**src/rtl/dff_mem_arbiter_if.sv**
```systemverilog
// Bundle of every non-clock signal between the two requesters, the arbiter
// and the single-port DFF RAM.
//   req*_valid/we/addr/wdata : requester -> arbiter request fields
//   req*_ready               : arbiter -> requester, request accepted this cycle
//   rsp*_valid/rdata         : arbiter -> requester, read response
//   clear_start/clear_busy   : zero-fill control / status
//   mem_addr/we/wdata        : arbiter -> RAM pins
//   mem_rdata                : RAM -> arbiter, registered read data
// The slave modport is the arbiter's view. The master modport is the
// environment's view: the requesters plus the RAM.
interface dff_mem_arbiter_if #(
    parameter int ADDR_W = 5,
    parameter int DATA_W = 8
);
    logic              req0_valid, req0_ready, req0_we;
    logic [ADDR_W-1:0] req0_addr;
    logic [DATA_W-1:0] req0_wdata;
    logic              rsp0_valid;
    logic [DATA_W-1:0] rsp0_rdata;

    logic              req1_valid, req1_ready, req1_we;
    logic [ADDR_W-1:0] req1_addr;
    logic [DATA_W-1:0] req1_wdata;
    logic              rsp1_valid;
    logic [DATA_W-1:0] rsp1_rdata;

    logic              clear_start, clear_busy;

    logic [ADDR_W-1:0] mem_addr;
    logic              mem_we;
    logic [DATA_W-1:0] mem_wdata;
    logic [DATA_W-1:0] mem_rdata;

    modport slave (
        input  req0_valid, req0_we, req0_addr, req0_wdata,
        input  req1_valid, req1_we, req1_addr, req1_wdata,
        input  clear_start, mem_rdata,
        output req0_ready, rsp0_valid, rsp0_rdata,
        output req1_ready, rsp1_valid, rsp1_rdata,
        output clear_busy, mem_addr, mem_we, mem_wdata
    );

    modport master (
        output req0_valid, req0_we, req0_addr, req0_wdata,
        output req1_valid, req1_we, req1_addr, req1_wdata,
        output clear_start, mem_rdata,
        input  req0_ready, rsp0_valid, rsp0_rdata,
        input  req1_ready, rsp1_valid, rsp1_rdata,
        input  clear_busy, mem_addr, mem_we, mem_wdata
    );
endinterface

```
**src/rtl/dff_mem_arbiter.sv**
```systemverilog
// Round-robin arbiter sharing one single-port DFF RAM between two
// valid/ready requesters. It also contains a sequencer that zero-fills
// the whole RAM.
//   clk   : clock
//   rst_n : synchronous, active-low reset
//   bus   : dff_mem_arbiter_if.slave, which carries the requester ports,
//           the clear control and the RAM pins
module dff_mem_arbiter #(
    parameter int ADDR_W = 5,
    parameter int DATA_W = 8
) (
    input  logic               clk,
    input  logic               rst_n,
    dff_mem_arbiter_if.slave   bus
);
    typedef enum logic {ST_ARB, ST_CLEAR} state_e;

    state_e            state_q, state_d;
    logic              rr_last_q, rr_last_d;   // port granted most recently
    logic [ADDR_W-1:0] cnt_q, cnt_d;
    logic [ADDR_W-1:0] addr_q, addr_d;         // mem_addr holds this when idle
    logic [1:0]        rd_pend_q, rd_pend_d;   // read accepted last cycle, per port
    logic [DATA_W-1:0] hold0_q, hold1_q;
    logic              gnt0, gnt1;

    always_comb begin
        state_d       = state_q;
        rr_last_d     = rr_last_q;
        cnt_d         = cnt_q;
        addr_d        = addr_q;
        rd_pend_d     = '0;
        gnt0          = 1'b0;
        gnt1          = 1'b0;
        bus.mem_we    = 1'b0;
        bus.mem_wdata = '0;
        bus.mem_addr  = addr_q;
        case (state_q)
            ST_ARB: begin
                // clear_start wins over any request in the same cycle
                if (bus.clear_start) begin
                    state_d = ST_CLEAR;
                    cnt_d   = '0;
                end else begin
                    // When both ports are valid, the port not served last wins.
                    gnt0 = bus.req0_valid & (~bus.req1_valid | rr_last_q);
                    gnt1 = bus.req1_valid & (~bus.req0_valid | ~rr_last_q);
                    if (gnt0) begin
                        bus.mem_addr  = bus.req0_addr;
                        bus.mem_we    = bus.req0_we;
                        bus.mem_wdata = bus.req0_wdata;
                        addr_d        = bus.req0_addr;
                        rr_last_d     = 1'b0;
                        rd_pend_d[0]  = ~bus.req0_we;
                    end else if (gnt1) begin
                        bus.mem_addr  = bus.req1_addr;
                        bus.mem_we    = bus.req1_we;
                        bus.mem_wdata = bus.req1_wdata;
                        addr_d        = bus.req1_addr;
                        rr_last_d     = 1'b1;
                        rd_pend_d[1]  = ~bus.req1_we;
                    end
                end
            end
            ST_CLEAR: begin
                bus.mem_we   = 1'b1;
                bus.mem_addr = cnt_q;
                addr_d       = cnt_q;
                cnt_d        = cnt_q + 1'b1;
                if (cnt_q == '1) state_d = ST_ARB;
            end
            default: state_d = ST_ARB;
        endcase
        // Reset is synchronous, so the RAM pins are gated combinationally.
        // Otherwise the RAM would be written during the reset cycle.
        if (!rst_n) begin
            gnt0       = 1'b0;
            gnt1       = 1'b0;
            bus.mem_we = 1'b0;
        end
    end

    assign bus.req0_ready = gnt0;
    assign bus.req1_ready = gnt1;
    assign bus.clear_busy = (state_q == ST_CLEAR);
    // A reset in the response cycle suppresses the response.
    assign bus.rsp0_valid = rd_pend_q[0] & rst_n;
    assign bus.rsp1_valid = rd_pend_q[1] & rst_n;
    assign bus.rsp0_rdata = rd_pend_q[0] ? bus.mem_rdata : hold0_q;
    assign bus.rsp1_rdata = rd_pend_q[1] ? bus.mem_rdata : hold1_q;

    always_ff @(posedge clk) begin
        if (!rst_n) begin
            state_q   <= ST_ARB;
            rr_last_q <= 1'b1;
            cnt_q     <= '0;
            addr_q    <= '0;
            rd_pend_q <= '0;
            hold0_q   <= '0;
            hold1_q   <= '0;
        end else begin
            state_q   <= state_d;
            rr_last_q <= rr_last_d;
            cnt_q     <= cnt_d;
            addr_q    <= addr_d;
            rd_pend_q <= rd_pend_d;
            if (rd_pend_q[0]) hold0_q <= bus.mem_rdata;
            if (rd_pend_q[1]) hold1_q <= bus.mem_rdata;
        end
    end
endmodule

```
**src/flat_wrapper.sv**
```systemverilog
// flat-port wrapper written by rule: the top's interface ports become plain ports
module dff_mem_arbiter_flat 
#(
    parameter int ADDR_W = 5,
    parameter int DATA_W = 8
)
  (clk, rst_n, bus_req0_valid, bus_req0_we, bus_req0_addr, bus_req0_wdata, bus_req1_valid, bus_req1_we, bus_req1_addr, bus_req1_wdata, bus_clear_start, bus_mem_rdata, bus_req0_ready, bus_rsp0_valid, bus_rsp0_rdata, bus_req1_ready, bus_rsp1_valid, bus_rsp1_rdata, bus_clear_busy, bus_mem_addr, bus_mem_we, bus_mem_wdata);
  dff_mem_arbiter_if #(.ADDR_W(ADDR_W), .DATA_W(DATA_W)) bus_i ();
  input  logic clk;
  input  logic rst_n;
  input wire logic [$bits(bus_i.req0_valid)-1:0] bus_req0_valid;
  input wire logic [$bits(bus_i.req0_we)-1:0] bus_req0_we;
  input wire logic [$bits(bus_i.req0_addr)-1:0] bus_req0_addr;
  input wire logic [$bits(bus_i.req0_wdata)-1:0] bus_req0_wdata;
  input wire logic [$bits(bus_i.req1_valid)-1:0] bus_req1_valid;
  input wire logic [$bits(bus_i.req1_we)-1:0] bus_req1_we;
  input wire logic [$bits(bus_i.req1_addr)-1:0] bus_req1_addr;
  input wire logic [$bits(bus_i.req1_wdata)-1:0] bus_req1_wdata;
  input wire logic [$bits(bus_i.clear_start)-1:0] bus_clear_start;
  input wire logic [$bits(bus_i.mem_rdata)-1:0] bus_mem_rdata;
  output wire logic [$bits(bus_i.req0_ready)-1:0] bus_req0_ready;
  output wire logic [$bits(bus_i.rsp0_valid)-1:0] bus_rsp0_valid;
  output wire logic [$bits(bus_i.rsp0_rdata)-1:0] bus_rsp0_rdata;
  output wire logic [$bits(bus_i.req1_ready)-1:0] bus_req1_ready;
  output wire logic [$bits(bus_i.rsp1_valid)-1:0] bus_rsp1_valid;
  output wire logic [$bits(bus_i.rsp1_rdata)-1:0] bus_rsp1_rdata;
  output wire logic [$bits(bus_i.clear_busy)-1:0] bus_clear_busy;
  output wire logic [$bits(bus_i.mem_addr)-1:0] bus_mem_addr;
  output wire logic [$bits(bus_i.mem_we)-1:0] bus_mem_we;
  output wire logic [$bits(bus_i.mem_wdata)-1:0] bus_mem_wdata;
  assign bus_i.req0_valid = bus_req0_valid;
  assign bus_i.req0_we = bus_req0_we;
  assign bus_i.req0_addr = bus_req0_addr;
  assign bus_i.req0_wdata = bus_req0_wdata;
  assign bus_i.req1_valid = bus_req1_valid;
  assign bus_i.req1_we = bus_req1_we;
  assign bus_i.req1_addr = bus_req1_addr;
  assign bus_i.req1_wdata = bus_req1_wdata;
  assign bus_i.clear_start = bus_clear_start;
  assign bus_i.mem_rdata = bus_mem_rdata;
  assign bus_req0_ready = bus_i.req0_ready;
  assign bus_rsp0_valid = bus_i.rsp0_valid;
  assign bus_rsp0_rdata = bus_i.rsp0_rdata;
  assign bus_req1_ready = bus_i.req1_ready;
  assign bus_rsp1_valid = bus_i.rsp1_valid;
  assign bus_rsp1_rdata = bus_i.rsp1_rdata;
  assign bus_clear_busy = bus_i.clear_busy;
  assign bus_mem_addr = bus_i.mem_addr;
  assign bus_mem_we = bus_i.mem_we;
  assign bus_mem_wdata = bus_i.mem_wdata;
  dff_mem_arbiter #(.ADDR_W(ADDR_W), .DATA_W(DATA_W)) u_core (.clk(clk), .rst_n(rst_n), .bus(bus_i));
endmodule
```
**config.mk**
```make
export PLATFORM = sky130hd
export DESIGN_NAME = dff_mem_arbiter_flat
export DESIGN_NICKNAME = d
export VERILOG_FILES = /design/src/rtl/dff_mem_arbiter_if.sv /design/src/rtl/dff_mem_arbiter.sv /design/src/flat_wrapper.sv
export SDC_FILE = /design/constraint.sdc
export NUM_CORES = 1
export LEC_CHECK = 0
export BUFFER_PORTS_ARGS = -buffer_cell sky130_fd_sc_hd__buf_2
export CAP_MARGIN = 15
export CELL_PAD_IN_SITES_DETAIL_PLACEMENT = 1
export CELL_PAD_IN_SITES_GLOBAL_PLACEMENT = 2
export CORE_UTILIZATION = 28
export CTS_CLUSTER_DIAMETER = 80
export DETAILED_ROUTE_END_ITERATION = 8
export GPL_TIMING_DRIVEN = 0
export PLACE_DENSITY_LB_ADDON = 0.15
export SETUP_SLACK_MARGIN = 0.2
export SYNTH_ARGS = -nofsm -noshare
export SYNTH_HDL_FRONTEND = slang
export SYNTH_SLANG_ARGS = --single-unit
```
**constraint.sdc**
```tcl
create_clock -name clk -period 4.1 [get_ports clk]
set_clock_uncertainty 0.15 [all_clocks]
set_input_delay 0.82 -clock clk [delete_from_list [all_inputs] [get_ports clk]]
set_output_delay 0.82 -clock clk [all_outputs]
set_load 0.01 [all_outputs]
```
# After elaboration in Yosys (flattened, before gate mapping)

Index checks and enable logic that the tools add are counted.

Latch bits: 0
Output and inout port bits: 35
Flip-flop bits (word level): 30
Logic and storage cells: 59
Bits in read-only memories: 0
Bits of input ports: 41
Memories kept: 0
RAM bits: 0

Magnitude comparators: 0
Add/sub/neg operators: 1
Mux-type cells: 28
Divide/modulo/power cells: 0
Shift operators: 0
Multiply operators: 0
Bitwise gates (word level): 16
Equal/unequal tests: 2
Reduce and logical (&&, ||, !) cells: 4

Operators with widths:

| operator            | number |
|---|---|
| $mux 8              | 6 |
| $mux 5              | 4 |
| $pmux 5 s2          | 2 |
| $mux 1              | 14 |
| $not 1->1           | 10 |
| $add 5x1->5 const B | 1 |
| $eq 5x5->1 const B  | 1 |
| $reduce_or 5->1     | 1 |
| $and 1x1->1         | 4 |
| $pmux 1 s2          | 2 |
| $reduce_or 4->1     | 1 |
| $reduce_and 3->1    | 1 |
| $ne 2x2->1 const B  | 1 |
| $or 1x1->1          | 2 |
| $reduce_bool 2->1   | 1 |

# Logic depth before layout (Yosys ltp)

Gate-level depths: netlist of the first run.

Depth after elaboration: 8
Gate-level depth with buffers: 5

# Least setup slack after synthesis of the first run

Ideal clock, no wire load.

Kind: input to output
Start: in bus_req1_valid
End: out bus_mem_addr[2]
Stages: 4
Data required time: 3.130 ns
Path buffers: 1
Arrival time: 1.537 ns
Path slack: 1.593 ns
Path through: buf_6 > mux2_1 > a21oi_1 > a31oi_1

Cells in the longest elaborated chain, start to end: 6
Elaborated cells between the ends (all ways): 8

Ends and longest elaborated chain:

| item               | RTL line              | source |
|---|---|---|
| start: declaration | flat_wrapper.sv:15    | `input wire logic [$bits(bus_i.req1_valid)-1:0] bus_req1_valid;` |
| $not 1->1          | dff_mem_arbiter.sv:45 | `gnt0 = bus.req0_valid & (~bus.req1_valid \| rr_last_q);` |
| $or 1x1->1         | dff_mem_arbiter.sv:45 |  |
| $and 1x1->1        | dff_mem_arbiter.sv:45 |  |
| $mux 5 *           | dff_mem_arbiter.sv:47 | `if (gnt0) begin` |
| $mux 5 *           | -                     |  |
| $pmux 5 s2 *       | -                     |  |
| end: declaration   | flat_wrapper.sv:28    | `output wire logic [$bits(bus_i.mem_addr)-1:0] bus_mem_addr;` |

Mark *: on every way between the ends. The rest lies on a longest branch, timed or not.

# Worst setup path after layout of the first run

Same ends and word-level chain as after synthesis.

==> results of run 1 <==
-- layer usage --
layer,share of wire (%),wire length [µm],global-route usage (%),up-vias
li1,-,-,-,762
met5,0,0,0,-
met4,1.2,53,5.47,0
met3,5.2,235,4.29,6
met1,45,2040,19.8,698
met2,48,2170,26.4,45
-- worst max-delay path by stage --
stage / slack, ns / start / end
floorplan: 1.59 / bus_req1_valid / bus_mem_addr[2]
global placement: 1.24 / bus_req1_valid / bus_mem_addr[2]
detailed placement: 1.24 / bus_req1_valid / bus_mem_addr[2]
CTS: 1.23 / bus_req1_valid / bus_mem_addr[2]
global route: 1.16 / bus_req1_valid / bus_mem_addr[2]
finish: 1.25 / bus_req1_valid / bus_mem_addr[2]
-- registers in the layout, indices dropped and copies added, names as in the netlist --
register and cells:
u_core.hold1_q 8, u_core.rr_last_q 1, u_core.bus.clear_busy 1, u_core.addr_q 5
u_core.rd_pend_q 2, u_core.cnt_q 5, u_core.hold0_q 8
-- cells by family after synthesis --
| family | after synthesis | synth area share [%] |
|---|---|---|
| buffers and inverters | 14 | 5.12 |
| and+or+nand+nor | 58 | 23.2 |
| DFF | 30 | 37.8 |
| muxes | 21 | 15.1 |
| adders and majority gates | 2 | 1.58 |
| xor gates and xnor gates | 1 | 0.552 |
| AOI/OAI and AO/OA | 39 | 16.6 |
-- cell type report --
cell class                      instances  area, µm²
Buffer                                 11       70.1
Clock buffer                            6       82.6
Clock inverter                          2       12.5
Fill cell                             687       3320
Inverter                                3       11.3
Multi-Input combinational cell        121        906
Sequential cell                        30        601
Tap cell                               72       90.1
Timing Repair Buffer                   75        375
-- synthesized netlist by cell type (2+ instances only) --
library cell and n:
buf_2 5, clkbuf_1 3, mux2_1 3, buf_6 3, nor2_1 5, a311oi_1 3, nand3_1 7, nor3b_1 3
nand4_1 2, nor2_2 2, a21oi_1 15, a22o_1 8, mux2_2 16, a31oi_1 7, inv_1 3, and4bb_1 4
ha_1 2, nand2b_1 2, and3_1 3, nand2_1 3, nor2b_1 3, dfxtp_1 30, and2_1 22
-- power by group --
part | switching (mW) | internal [mW] | leakage (nW) | total (mW)
Clock | 0.116 | 0.135 | 0.0472 | 0.251
Sequential | 0.00710 | 0.301 | 0.244 | 0.308
Combinational | 0.0612 | 0.0558 | 0.779 | 0.117
-- tightest hold or removal path: cells and delay by family, from the launching register on --
kind            cells  cell delay [ns]
compound gates      2             0.14
flops               1             0.33
==> impl_results.md, run 1 <==
* Post-Layout Inst Area at 0.00215 mm²
* CP startpoint kind: input port
* Crit. End Element: output port
* Via count at around 1500
* Antenna cell count at 0
* Synth Area per Inst at 9.62 µm²
* Fin nets at 290
* Worst EP arrival at 1.88 ns
* Clock root cell: clkbuf_8
* Synth warn at 0
* Initial antenna violation count at 0
* Upper clock frequency limit at 350 MHz
* CTS hold repair buffers at 0
* Mapped Area at 0.00159 mm²
* Post-CTS Resized at 0
* CP Max Fanout at 10
* Hold Vio Cnt, Final at 0
* WP depth at 6
* Drt drc at 0
* ANT nets after route at 0
* Maximum buffer depth of the clock tree at 2
* Worst skew pair latency at about 0.28 ns
* Area after DPL at 0.00205 mm²
* Vias in the first global route at about 1400
* Final period util at approximately 70%
* Drt pass-1 iters at 4
* Delay-heaviest family, CP: buffers and inverters
* WP buf/inv at 3
* Most frequent cells in the layout: buf_2 (80), dfxtp_1 (30), and2_1 (22)
* Final WS setup at about 1.2 ns
* Starting Density at 29.0%
* Share of layout cells above drive strength 1 at 45.6%
* Place WS at roughly 1.2 ns
* Largest net degree at the start of global routing at 11
* Critical path, cell by cell: buf_2 > buf_6 > mux2_1 > a21oi_1 > a31oi_1 > buf_2
* Placement Rows at 27
* WL final at 4500 µm
* Min-delay worst type: flip-flop to flip-flop
* Tot Pwr at 0.675 mW
* CP max-delay cell: mux2_1
* Setup tns final at 0 ns
* Top post-synthesis cells by area: dfxtp_1 (38%), mux2_2 (11%), and2_1 (8.7%)
* Post-synth EDFFs at 0
* DRT iter0 DRCs at 40
* PwrDens at 314 mW/mm²
* Cell taking the most area after synthesis: dfxtp_1
* Slew @ Worst Pin at about 0.5 ns
* Hold path depth at 2
* Area grow syn2layout at 35.3%
* First-pass GRT wire length at 7370 µm
* Seq cells post-synth at 30
* Total grt overflow at 0
* Leading cell type in the layout, fill and taps excluded: buf_2
* PortBufs at 75
* Max-slew violation count at 0
* Hold Path Sink: u_core.cnt_q[2]
* Register-to-Register Path Depth at 5
* Synth Instances at 165
* IO Count at 76
* Critical Path Max Stage Delay at 0.32 ns
* CORE AREA at approximately 0.0055 mm²
* CTS buffer count at 5
* Predominant post-synthesis flop cell: dfxtp_1
* CTS tree: yes
* Clock-pin slew on the worst setup and hold paths at 0.07 ns
* Placer Congestion at 0.690
* Post-CTS setup buffers at 0
* Critical R2R Launch: u_core.cnt_q[0]
* Most frequent CP cell: buf_2
* Worst vdd ir at 0.119 mV
* Setup Viol. Count Final at 0
* Seq/Total Area, Yosys at 37.8%
* Non-Filler Instances at 320
* Wire per inst at 14.1 µm
* CP required at 3.13 ns
* Placed insts at 312
* Chip Width at 77.3 µm
* Share of the synthesized area in the top cell type at 37.8%
* Final min period at 2.85 ns
* Worst rel slew slack at 66.4%
* Die height at between 70 and 80 µm
* Tot GR Track Use at 15.9%
* Syn Nets at 208
* Reg2reg end: u_core.cnt_q[4]
* Clock sink total at 30
* Post-synth ARST share at 0%
* Synth unique cells at 34
* Max_cap viols at 0
* Setup CP Type: input port to output port
* Unrepaired setup endpoints after global routing: false
* R2R Setup Slk at about 2.6 ns
* Htree depth at 2
* HP Start: u_core.cnt_q[2]
* Util after Layout at between 30% and 40%
* Status: complete, no violations
* Die area at 0.00598 mm²
* LEAKAGE at 1.07 nW
* Dpl hpwl at about 3500 µm
* Via density at 4.72
* Hold WS at 0.363 ns
No activity file was read; power rests on OpenSTA's default activity.
==> run 2, diff against run 1 <==
--- a/config.mk
+++ b/config.mk
@@ -9,7 +9,7 @@
 export CAP_MARGIN = 15
 export CELL_PAD_IN_SITES_DETAIL_PLACEMENT = 1
 export CELL_PAD_IN_SITES_GLOBAL_PLACEMENT = 2
-export CORE_UTILIZATION = 28
+export CORE_UTILIZATION = 26
 export CTS_CLUSTER_DIAMETER = 80
 export DETAILED_ROUTE_END_ITERATION = 8
 export GPL_TIMING_DRIVEN = 0
==> constraint.sdc (replaced) <==
create_clock -name clk -period 3 [get_ports clk]
set_clock_uncertainty 0.15 [all_clocks]
set_input_delay 0.6 -clock clk [delete_from_list [all_inputs] [get_ports clk]]
set_output_delay 0.6 -clock clk [all_outputs]
set_load 0.01 [all_outputs]
==> impl_results.md, run 2 (synthesis results as in run 1) <==
* Status: complete, no violations
* CTS tree: yes
* Largest net degree at the start of global routing at 11
* Critical path, cell by cell: buf_2 > buf_2 > o21bai_1 > a31oi_1 > nand3_1 > buf_2
* Final min period at 2.41 ns
* Top flop regs: u_core.hold0_q (8), u_core.hold1_q (8)
* GRT met2 Usage at 24.7%
* Most frequent CP cell: buf_2
* Fin nets at 290
* Min-delay worst type: input port to flip-flop
* Post-CTS setup buffers at 0
* Via count at between 1500 and 2000
* Setup Viol. Count Final at 0
* CTS buffer count at 5
* Dpl hpwl at between 3000 and 4000 µm
* Worst Setup SP: bus_clear_start
* Util after Layout at 36.3%
* Met1 Usage GRT at 19.7%
* CP required at 2.25 ns
* Die height at 80.1 µm
* Placement Rows at 28
* Most frequent cells in the layout: buf_2 (80), dfxtp_1 (30), and2_1 (22)
* IO Count at 76
* Multi-input logic area at 906 µm²
* Met3 usage at 3.30%
* CP startpoint kind: input port
* Max_cap viols at 0
* Drt pass-1 iters at 4
* Max-slew violation count at 0
* CORE AREA at 0.00592 mm²
* Crit. End Element: output port
* Initial antenna violation count at 0
* GR peak layer: met2
* Htree depth at 2
* Leading cell type in the layout, fill and taps excluded: buf_2
* Tot GR Track Use at 15.2%
* Critical R2R Launch: u_core.cnt_q[0]
* Via density at 4.80
* Area grow syn2layout at 35.5%
* Final period util at 80.4%
* Upper clock frequency limit at 415 MHz
* Clock root cell: clkbuf_8
* CTS hold repair buffers at 0
* LEAKAGE at 1.07 nW
* Drt drc at 0
* Total grt overflow at 0
* Vias in the first global route at 1461
* Critical Path Max Stage Delay at 0.26 ns
* Post-CTS Resized at 0
* ANT nets after route at 0
* DRT iter0 DRCs at 47
* Worst skew pair latency at about 0.28 ns
* Chip Width at approximately 80 µm
* HP Start: bus_req0_we
* Starting Density at approximately 27%
* Setup tns final at 0 ns
* Wire per inst at roughly 15 µm
* Worst vdd ir at roughly 0.19 mV
* Hold Vio Cnt, Final at 0
* Share of layout cells above drive strength 1 at 45.6%
* Unrepaired setup endpoints after global routing: false
* Storage element area at 601 µm²
* CP Max Fanout at 10
* PwrDens at 434 mW/mm²
* First-pass GRT wire length at approximately 7300 µm
* Worst EP arrival at 1.66 ns
* Antenna cell count at 0
* Tot Pwr at around 0.93 mW
* Fill cells at 739
* CP max-delay cell: a31oi_1
* Clock sink total at 30
* Setup CP Type: input port to output port
* Slew @ Worst Pin at 0.563 ns
* PortBufs at 75
* Worst rel slew slack at 62.4%
* Placer Congestion at about 0.74
* Delay-heaviest family, CP: buffers and inverters
* WL final at ~4800 µm
* WP buf/inv at 3
* Die area at 0.00642 mm²
* Clock-pin slew on the worst setup and hold paths at around 0.070 ns
* Maximum buffer depth of the clock tree at 2
run 2: cell counts in the layout (fill, tap and decap cells not counted):
Identical to the previous run, type by type.
run 2: area by class of cell:
class / instances / area share (%)
repair buffers: 75 / 17.4
plain buffers: 11 / 3.26
inverters: 3 / 0.523
flip-flops and latches: 30 / 27.9
clock buffers: 6 / 3.84
clock inverters: 2 / 0.581
multi-input cells: 121 / 42.1
well taps: 75 / 4.36
run 2: report_power, final:
part / switching [mW] / internal [mW]
clock: 0.168 / 0.184
sequential: 0.00978 / 0.411
combinational: 0.0844 / 0.0762
run 2: routing by layer:
layer  wire length [µm]  up-vias
met4                 55        0
met5                  0        -
met1               2210      731
met3                243        5
met2               2260       51
li1                   -      762
run 2: path summary, 6_finish.rpt:
kind / end / slack, ns / cells past startpoint
worst max-delay path: bus_mem_addr[0] / 0.59 / 6
worst max register to register: u_core.cnt_q[4] / 1.47 / 5
worst min-delay path: u_core.rd_pend_q[0] / 0.36 / 2
worst min register to register: u_core.cnt_q[0] / 0.37 / 2
run 2: through the flow:
stage | hold slack (ns) | worst slack, ns | cell area, µm² | std cells
after floorplan | 0.320 | 0.933 | 1590 | 165
after global routing | 0.357 | 0.476 | 2150 | 323
final | 0.356 | 0.589 | 2150 | 323
after detailed placement | 0.359 | 0.597 | 2060 | 315
after CTS | 0.349 | 0.568 | 2150 | 323
after global placement | 0.353 | 0.602 | 2060 | 315
